### config.mk
export PLATFORM = sky130hd
export DESIGN_NAME = gic_slave
export DESIGN_NICKNAME = d
export VERILOG_FILES = /design/src/rtl/gic_slave.sv
export SDC_FILE = /design/constraint.sdc
export NUM_CORES = 1
export LEC_CHECK = 0
export ABC_CLOCK_PERIOD_IN_PS = 2460
export CELL_PAD_IN_SITES_DETAIL_PLACEMENT = 1
export CELL_PAD_IN_SITES_GLOBAL_PLACEMENT = 2
export CORE_MARGIN = 5
export CORE_UTILIZATION = 31
export DETAILED_ROUTE_END_ITERATION = 6
export GPL_TIMING_DRIVEN = 0
export HOLD_SLACK_MARGIN = 0.06
export PLACE_DENSITY_LB_ADDON = 0.1
export SLEW_MARGIN = 0
export SYNTH_ARGS = -nofsm -noshare
export SYNTH_HDL_FRONTEND = slang
export SYNTH_SLANG_ARGS = --single-unit
### constraint.sdc
create_clock -name wb_clk_i -period 2.46 [get_ports wb_clk_i]
set_input_delay 0.492 -clock wb_clk_i [delete_from_list [all_inputs] [get_ports wb_clk_i]]
set_output_delay 0.492 -clock wb_clk_i [all_outputs]
set_load 0.01 [all_outputs]
### src/rtl/gic_slave.sv
// GIC link slave: nibble-serial command receiver driving one classic Wishbone cycle.
// Optional GIC_SLAVE_IRQ_EN adds irq_i, returned in place of a bus read for irq commands.
module gic_slave #(
    parameter logic [3:0] IDLE       = 4'b1111,
    parameter logic [7:0] WB_TIMEOUT = 8'd255
) (
    input  logic        wb_clk_i,
    input  logic        wb_rst_i,
    input  logic [3:0]  gic_dat_i,
    output logic [3:0]  gic_dat_o,
    input  logic        gic_cs_i,
    output logic [31:0] wb_adr_o,
    output logic [31:0] wb_dat_o,
    output logic [3:0]  wb_sel_o,
    output logic        wb_we_o,
    output logic        wb_cyc_o,
    output logic        wb_stb_o,
    output logic [2:0]  wb_cti_o,
    output logic [1:0]  wb_bte_o,
`ifdef GIC_SLAVE_IRQ_EN
    input  logic [31:0] irq_i,
`endif
    input  logic [31:0] wb_dat_i,
    input  logic        wb_ack_i,
    input  logic        wb_err_i,
    input  logic        wb_rty_i
);

    typedef enum logic [3:0] {
        RX_INIT,
        RX_CMD,
        RX_SEL,
        RX_ADR,
        RX_DAT,
        RX_CKSUM,
        WB,
        WAIT_CS,
        TX_INIT,
        TX_RESP,
        TX_DAT,
        TX_CKSUM
    } state_t;

    localparam logic [3:0] SYNC_RX = 4'b1010;
    localparam logic [3:0] SYNC_TX = 4'b0101;
    localparam logic [3:0] CK_LAST = 4'b1100;

    state_t      state;
    state_t      state_n;
    logic [2:0]  k;
    logic [2:0]  k_n;
    logic [3:0]  t;
    logic [3:0]  t_n;
    logic [3:0]  dat_n;
    logic [3:0]  c;
    logic [3:0]  ck_last;
    logic [3:0]  tx_nib;
    logic [1:0]  resp;
    logic [31:0] rdata;
    logic        tx_rd;
    logic        cmd_we;
    logic        cmd_irq;
    logic [7:0]  wb_cnt;
    logic        wb_done;
    logic        ck_ok;

    function automatic logic [3:0] nib(input logic [31:0] w,
                                       input logic [2:0]  i);
        return w[{i, 2'b00} +: 4];
    endfunction

    assign wb_cti_o = 3'b000;
    assign wb_bte_o = 2'b00;

    assign ck_last = (k == 3'd0) ? CK_LAST : 4'b0000;
    assign tx_nib  = nib(rdata, k);
    assign ck_ok   = (gic_dat_i == c);
    assign wb_done = wb_ack_i | wb_err_i | wb_rty_i
                   | (wb_cnt == WB_TIMEOUT);

    always_comb begin
        state_n = state;
        k_n     = k;
        t_n     = t;
        dat_n   = IDLE;
        unique case (state)
            RX_INIT: begin
                if (!gic_cs_i && gic_dat_i == SYNC_RX)
                    state_n = RX_CMD;
            end
            RX_CMD: begin
                // rty asks for the previous answer again
                state_n = gic_dat_i[1] ? WAIT_CS : RX_SEL;
            end
            RX_SEL: begin
                state_n = RX_ADR;
                k_n     = 3'd7;
            end
            RX_ADR: begin
                if (k == 3'd0) begin
                    state_n = cmd_we ? RX_DAT : RX_CKSUM;
                    k_n     = 3'd7;
                end else begin
                    k_n = k - 3'd1;
                end
            end
            RX_DAT: begin
                if (k == 3'd0)
                    state_n = RX_CKSUM;
                else
                    k_n = k - 3'd1;
            end
            RX_CKSUM: begin
                state_n = (ck_ok && !cmd_irq) ? WB : WAIT_CS;
            end
            WB: begin
                if (wb_done)
                    state_n = WAIT_CS;
            end
            WAIT_CS: begin
                if (gic_cs_i) begin
                    state_n = TX_INIT;
                    dat_n   = SYNC_TX;
                end
            end
            TX_INIT: begin
                if (!gic_cs_i) begin
                    state_n = RX_INIT;
                end else begin
                    state_n = TX_RESP;
                    dat_n   = {resp, 2'b00};
                end
            end
            TX_RESP: begin
                if (!gic_cs_i) begin
                    state_n = RX_INIT;
                end else if (tx_rd) begin
                    state_n = TX_DAT;
                    k_n     = 3'd7;
                    t_n     = 4'b0000;
                    dat_n   = nib(rdata, 3'd7);
                end else begin
                    state_n = RX_INIT;
                end
            end
            TX_DAT: begin
                if (!gic_cs_i) begin
                    state_n = RX_INIT;
                end else begin
                    t_n = t ^ tx_nib ^ ck_last;
                    if (k == 3'd0) begin
                        state_n = TX_CKSUM;
                        dat_n   = t_n;
                    end else begin
                        k_n   = k - 3'd1;
                        dat_n = nib(rdata, k_n);
                    end
                end
            end
            TX_CKSUM: begin
                state_n = RX_INIT;
            end
            default: begin
                state_n = RX_INIT;
            end
        endcase
    end

    always_ff @(posedge wb_clk_i) begin
        if (wb_rst_i) begin
            state     <= RX_INIT;
            k         <= 3'd0;
            t         <= 4'b0000;
            c         <= 4'b0000;
            gic_dat_o <= IDLE;
            wb_cyc_o  <= 1'b0;
            wb_stb_o  <= 1'b0;
            wb_we_o   <= 1'b0;
            wb_adr_o  <= 32'd0;
            wb_dat_o  <= 32'd0;
            wb_sel_o  <= 4'b0000;
            resp      <= 2'b00;
            rdata     <= 32'd0;
            tx_rd     <= 1'b0;
            cmd_we    <= 1'b0;
            cmd_irq   <= 1'b0;
            wb_cnt    <= 8'd0;
        end else begin
            state     <= state_n;
            k         <= k_n;
            t         <= t_n;
            gic_dat_o <= dat_n;
            case (state)
                RX_CMD: begin
                    cmd_we  <= gic_dat_i[3];
                    cmd_irq <= gic_dat_i[2];
                end
                RX_SEL: begin
                    wb_sel_o <= gic_dat_i;
                    c        <= gic_dat_i;
                end
                RX_ADR: begin
                    wb_adr_o <= {wb_adr_o[27:0], gic_dat_i};
                    c        <= c ^ gic_dat_i ^ ck_last;
                end
                RX_DAT: begin
                    wb_dat_o <= {wb_dat_o[27:0], gic_dat_i};
                    c        <= c ^ gic_dat_i ^ ck_last;
                end
                RX_CKSUM: begin
                    tx_rd <= !cmd_we;
                    if (!ck_ok) begin
                        resp  <= 2'b01;
                        rdata <= 32'd0;
                    end else if (cmd_irq) begin
`ifdef GIC_SLAVE_IRQ_EN
                        resp  <= 2'b00;
                        rdata <= irq_i;
                        tx_rd <= 1'b1;
`else
                        resp  <= 2'b10;
                        rdata <= 32'd0;
`endif
                    end else begin
                        wb_cyc_o <= 1'b1;
                        wb_stb_o <= 1'b1;
                        wb_we_o  <= cmd_we;
                        wb_cnt   <= 8'd0;
                    end
                end
                WB: begin
                    if (wb_done) begin
                        wb_cyc_o <= 1'b0;
                        wb_stb_o <= 1'b0;
                        wb_we_o  <= 1'b0;
                        rdata    <= 32'd0;
                        if (wb_ack_i) begin
                            resp <= 2'b00;
                            if (!wb_we_o)
                                rdata <= wb_dat_i;
                        end else if (wb_err_i) begin
                            resp <= 2'b10;
                        end else if (wb_rty_i) begin
                            resp <= 2'b11;
                        end else begin
                            resp <= 2'b10;
                        end
                    end else if (wb_cnt != WB_TIMEOUT) begin
                        wb_cnt <= wb_cnt + 8'd1;
                    end
                end
                default: begin
                end
            endcase
        end
    end

endmodule

==> results of run 1 <==
how the worst max path moves through the flow:
| stage | start | endpoint | slack, ns |
|---|---|---|---|
| after detailed placement | wb_rst_i | wb_cnt[0]$_SDFFE_PP0P_ | -0.33 |
| final | wb_rst_i | rdata[30]$_SDFFE_PP0P_ | 0.16 |
| after floorplan | k[0]$_SDFFE_PP0P_ | gic_dat_o[2]$_SDFF_PP1_ | 0.39 |
| after CTS | k[1]$_SDFFE_PP0P_ | gic_dat_o[0]$_SDFF_PP1_ | 0.07 |
| after global placement | wb_rst_i | rdata[28]$_SDFFE_PP0P_ | -0.22 |
| after global routing | wb_rst_i | rdata[29]$_SDFFE_PP0P_ | 0.02 |
area by class of cell:
cell class | instances | area [um2] | share of cell area [%]
plain buffers | 61 | 324 | 3.91
clock buffers | 20 | 457 | 5.51
clock inverters | 11 | 196 | 2.37
inverters | 6 | 22.5 | 0.272
multi-input cells | 526 | 3160 | 38.1
flip-flops and latches | 134 | 2680 | 32.4
well taps | 265 | 332 | 4.00
repair buffers | 112 | 1120 | 13.5
cells in the mapped netlist (all sizes together) (3+ instances only):
cell     instances  area (um2)
ha               3        37.5
nand2b           7        43.8
mux2i           15         150
clkbuf          41         174
nand4bb          4        45.0
a31oi           12        90.1
mux4            15         364
a211oi           4        30.0
nand3b           3        22.5
nor3            16        85.1
a22oi           33         248
o211ai           9        86.3
inv              6        22.5
buf             21         154
nor2b            4        25.0
xor2             7        68.8
dfxtp          134        2680
nand2          159         597
nand4            3        18.8
or2              3        18.8
nand3            9        45.0
nor2            62         233
or3              3        18.8
a21oi           87         435
o21ai           20         100
xnor2           10        87.6
critical path, stage by stage:
cell	delay (ns)
clkdlybuf4s50_1	0.55
clkbuf_1	0.41
clkbuf_1	0.55
buf_1	0.47
nor2_1	0.11
per-layer routing:
layer  GRT usage (%)  share of wire (%)  up-vias
li1                -                  -     2780
met1            23.6                 45     2797
met2            30.2                 49       97
met3            4.04                4.4       14
met4            4.26               0.90        0
met5               0                  0        -
registers in the layout, summed over array words and instances, names as in the netlist:
name       flops
k              3
wb_adr_o      32
state          4
c              4
wb_we_o        1
cmd_we         1
wb_cnt         8
gic_dat_o      4
resp           2
wb_sel_o       4
t              4
wb_dat_o      32
tx_rd          1
rdata         32
wb_stb_o       1
cmd_irq        1
where the power goes:
| part | internal [mW] | switching [mW] |
|---|---|---|
| clock | 1.85 | 0.992 |
| sequential | 2.24 | 0.0610 |
| combinational | 0.591 | 0.771 |
metrics by stage:
stage	power [mW]	worst slack (ns)	setup TNS, ns	instances
2_1_floorplan	3.33	0.391	0	728
3_3_place_gp	3.68	-0.219	-4.52	1105
3_5_place_dp	3.71	-0.335	-6.90	1105
4_1_cts	6.58	0.0683	0	1136
5_1_grt	6.80	0.0182	0	1135
6_report	6.51	0.155	0	1135
kinds of logic after synthesis:
group	count (synthesis)	synth area share, %
xor gates and xnor gates	17	2.53
and+or+nand+nor	292	21.2
DFF	134	43.5
adders and majority gates	3	0.608
other	1	0.0607
muxes	32	8.82
AOI/OAI and AO/OA	177	17.6
buffers and inverters	68	5.67
==> out/results.ini, run 1 <==
[timing]
clock.fmax_mhz = 434
worst_slew_pin_slew_ns = 0.678
drv_slew = 0
holdWs_ns = 0.456
rsz0062_at_grt = false
setup_viol = 0
post-route-min-period_ns = 2.30
hold_viol = 0
fin_crit_sh_pct = 93.7
relSlewSlack_pct = 54.4
fin_worst_skew_ns = 0.00936

[pwr]
p_leak_nw = 2.83
power_density_mw_per_mm2 = 785
peakVddDrop_uv = 562

[clock_tree]
cts_buffers = 17
cts_tree = yes
cts_setup_buffers = 0
clockBufferDepth = 2
clkSlewWorstSetupHoldPaths_ns = 0.06
cts_hold_buffers = 0
h-tree-depth = 4
cts.sinks = 134
post_cts_resized = 0
root_buffer = clkbuf_16
insertion_delay_ns = 0.42

[cells_and_area]
area_delta_synth_final_pct = 34.3
most-common-layout-cells = nand2_1, dfxtp_1, clkdlybuf4s50_1
final_common_cell = nand2_1
n_fill_cell = 2323
layout.nets = 903
n_antenna_cell = 0
drive_above_1_share_pct = 8.62
stdcell_area_mm2 = 0.00829
postLayoutCoreUtil_pct = 42.5

[synthesis]
ys_warn_count = 0
synth_edf_count = 0
ys_seq_area_share_pct = 43.5
async_reset_ff_share_pct = 0
yosys.cell_types.count = 62
netlist_area_mm2 = 0.00617
synth_seq_cells = 134
synth_area_per_cell_um2 = 8.53
syn_inst = 724
synthFlopType = dfxtp_1

[die]
rows = 51
start_util_pct = 31.6
fp.dieArea_mm2 = 0.0228
core-area_mm2 = 0.0195
die_w_um = 151
die_h_um = 151
pin_count = 122

[placed_design]
port_buffers = 112
place_congestion = 0.836
dpl_cell_area_mm2 = 0.00764
dp_hpwl_mm = 14.9

[global_routing]
grt_pass1_wl_mm = 32.4
grt_pass1_vias = 6020
grt_overflow_total = 0
grt_max_degree = 17
grt_usage_pct = 18.0
antenna_found_initial = 0

[worst_hold_path]
whs_endpoint = wb_sel_o[0]$_SDFFE_PP0P_
hold_class = flip-flop to flip-flop
hp-start = wb_sel_o[0]$_SDFFE_PP0P_
worstHoldPathCells = 2

[detailed_routing]
drc = 0
drt-wirelength-per-cell_um = 17.5
drtPass1Iterations = 4
post_drt_via_cell_ratio = 5.01
drt-total-wl_mm = 19.9
antenna_left = 0
vias = 5688
drt_iter0_drc = 265

[setup_path]
start_kind = primary input
cp.arrival_ns = 2.59
critPathKind = primary input to flip-flop
cp-end-kind = flip-flop
r2r_end = gic_dat_o[2]$_SDFF_PP1_
crit_required_ns = 2.74
reg2regPathDepth = 8
r2r_start = k[1]$_SDFFE_PP0P_
crit_fanout = 10
r2r_slack_ns = 0.16

[status]
status = finished, final reports clean

[flow_run]
drv_cap = 0

No activity file was read; power rests on OpenSTA's default activity.
==> run 2, diff against run 1 <==
--- a/config.mk
+++ b/config.mk
@@ -8,7 +8,6 @@
 export ABC_CLOCK_PERIOD_IN_PS = 2460
 export CELL_PAD_IN_SITES_DETAIL_PLACEMENT = 1
 export CELL_PAD_IN_SITES_GLOBAL_PLACEMENT = 2
-export CORE_MARGIN = 5
 export CORE_UTILIZATION = 31
 export DETAILED_ROUTE_END_ITERATION = 6
 export GPL_TIMING_DRIVEN = 0
==> run 2 against run 1 <==
Hold slack got worse by 0.0034 ns. Utilization increased by 0.081 points. Non-clock buffer count unchanged. Setup slack improved by 0.017 ns. Fmax increased by 0.73%. Routed wire length decreased by 1.5%. Combinational power about the same. Via count decreased by 0.11%. Die area decreased by 10%. Critical path depth increased by 2.
==> out/results.ini, run 2 (synthesis gave the netlist of run 1 again) <==
[status]
status = finished, final reports clean

[clock_tree]
cts_setup_buffers = 0  ; unchanged
insertion_delay_ns = 0.42  ; about the same
cts_hold_buffers = 0  ; unchanged
h-tree-depth = 4  ; unchanged
root_buffer = clkbuf_16
post_cts_resized = 0  ; unchanged
clockBufferDepth = 2  ; unchanged
cts_buffers = 17  ; unchanged
cts.sinks = 134  ; unchanged
cts_tree = yes
clkSlewWorstSetupHoldPaths_ns = 0.06  ; about the same

[detailed_routing]
post_drt_via_cell_ratio = 5.01  ; -0.11%
drc = 0  ; unchanged
drt-total-wl_mm = 19.6  ; -1.5%
drt-wirelength-per-cell_um = 17.2  ; -1.5%
vias = 5682  ; -0.11%
antenna_left = 0  ; unchanged
drtPass1Iterations = 6  ; +2
drt_iter0_drc = 264  ; -0.38%

[cells_and_area]
drive_above_1_share_pct = 8.62  ; unchanged
final_common_cell = nand2_1
n_antenna_cell = 0  ; unchanged
layout.nets = 903  ; unchanged
stdcell_area_mm2 = 0.00828  ; -0.14%
n_fill_cell = 2290  ; -1.4%
most-common-layout-cells = nand2_1, dfxtp_1, clkdlybuf4s50_1
finalNonFillerCells = 1135  ; unchanged
top_regs = rdata: 32 flops, wb_adr_o: 32 flops, wb_dat_o: 32 flops
area_delta_synth_final_pct = 34.1

[pwr]
peakVddDrop_uv = 483  ; -14%
switching_power_mw = 1.85  ; +1.7%
power_density_mw_per_mm2 = 778  ; -0.84%
power.internal_mw = 4.59  ; -2.0%
clkPwrFrac_pct = 42.8  ; -0.9 points
p_total_mw = 6.45  ; -0.97%
seqPwrFrac_pct = 35.8  ; +0.5 points
power_frac_comb_pct = 21.4  ; +0.5 points
switching_share_pct = 28.8  ; +0.75 points
p_leak_nw = 2.81  ; -0.43%

[timing]
relSlewSlack_pct = 58.0  ; +3.6 points
fin_tns_setup_ns = 0  ; unchanged
drv_slew = 0  ; unchanged
rsz0062_at_grt = false
holdWs_ns = 0.452  ; -0.00338 ns
worst_slew_pin_slew_ns = 0.625  ; -0.0533 ns
setup_viol = 0  ; unchanged
fin_crit_sh_pct = 93.0  ; -0.68 points
hold_viol = 0  ; unchanged
post-route-min-period_ns = 2.29  ; -0.0167 ns
clock.fmax_mhz = 437  ; +0.73%
fin_worst_skew_ns = 0.00991  ; +0.000558 ns

[setup_path]
r2r_end = state[0]$_SDFFE_PP0P_
crit_path_cell_trace = buf_6 > inv_1 > ha_1 > nor2b_1 > a31oi_4 > nor3_2 > mux2_4
start_kind = flip-flop
crit_fanout = 7  ; -3
crit_slowest_cell = nor2b_1
r2r_start = k[0]$_SDFFE_PP0P_
crit_required_ns = 2.76  ; +0.02 ns
cp-endpoint = state[0]$_SDFFE_PP0P_
r2r_slack_ns = 0.17  ; +0.02 ns
critPathLaunch = k[0]$_SDFFE_PP0P_
reg2regPathDepth = 7  ; -1
cpPeakStageDelay_ns = 0.51  ; -0.04 ns
critPathKind = flip-flop to flip-flop
cp-end-kind = flip-flop
cp.arrival_ns = 2.59  ; about the same

[worst_hold_path]
hold_class = flip-flop to flip-flop

[placed_design]
port_buffers = 112  ; unchanged
place_congestion = 0.852  ; +1.8%
dp_hpwl_mm = 14.5  ; -2.9%
place_inst = 1105  ; unchanged
dpl_cell_area_mm2 = 0.00764  ; unchanged

[global_routing]
grt_pass1_vias = 6056  ; +0.60%
antenna_found_initial = 0  ; unchanged
grt_max_degree = 17  ; unchanged
grt_overflow_total = 0  ; unchanged
grt_usage_pct = 20.1  ; +2.1 points
grt_pass1_wl_mm = 31.8  ; -1.7%

[flow_run]
drv_cap = 0  ; unchanged

[die]
rows = 51  ; unchanged
fp.dieArea_mm2 = 0.0205  ; -10%
core-area_mm2 = 0.0195  ; -0.33%
die_h_um = 143  ; -5.3%
pin_count = 122  ; unchanged
start_util_pct = 31.7  ; +0.10 points
die_w_um = 143  ; -5.3%

run 2: how the worst min path moves through the flow:
stage	start	to	cells after the start
after detailed placement	wb_adr_o[28]$_SDFFE_PP0P_	wb_adr_o[28]$_SDFFE_PP0P_	2
after floorplan	t[0]$_SDFFE_PP0P_	t[0]$_SDFFE_PP0P_	1
after CTS	wb_sel_o[1]$_SDFFE_PP0P_	wb_sel_o[1]$_SDFFE_PP0P_	2
final	wb_sel_o[1]$_SDFFE_PP0P_	wb_sel_o[1]$_SDFFE_PP0P_	2
after global placement	wb_dat_o[29]$_SDFFE_PP0P_	wb_dat_o[29]$_SDFFE_PP0P_	2
after global routing	wb_sel_o[1]$_SDFFE_PP0P_	wb_sel_o[1]$_SDFFE_PP0P_	2
run 2: worst max-delay path, delay by kind of cell (launching register included):
family | cells | cell delay [ns]
simple gates | 2 | 0.84
flops | 1 | 0.31
compound gates | 1 | 0.13
fa+ha+maj | 1 | 0.28
buf+inv | 2 | 0.28
mux | 1 | 0.33
run 2: stage by stage:
stage / utilization (%) / setup WS, ns
floorplan: - / 0.391
global placement: 39.3 / -0.246
detailed placement: 39.3 / -0.269
CTS: 42.5 / 0.0112
global route: 42.5 / 0.00840
finish: 42.5 / 0.172
run 2: power groups by stage:
stage,Combinational (mW),Sequential (mW),Clock [mW]
2_1_floorplan,0.988,2.34,0
3_3_place_gp,1.32,2.34,0
3_5_place_dp,1.36,2.35,0
4_1_cts,1.37,2.30,2.82
5_1_grt,1.51,2.31,2.91
6_report,1.38,2.31,2.76
run 2: final cells by class:
cell class / instances / area (um2) / share of cell area, %
sequential: 134 / 2680 / 32.4
timing repair buffer: 112 / 1120 / 13.5
tap: 265 / 332 / 4.00
inverter: 6 / 22.5 / 0.272
clock buffer: 20 / 457 / 5.52
multi-input combinational: 526 / 3170 / 38.2
buffer: 61 / 324 / 3.91
clock inverter: 11 / 174 / 2.10
run 2: metal layers:
layer | GRT usage (%) | share of wire (%) | up-vias
met3 | 4.09 | 3.0 | 14
met4 | 5.94 | 0.89 | 0
li1 | - | - | 2790
met2 | 34.5 | 49 | 80
met5 | 0 | 0 | -
met1 | 25.2 | 47 | 2798
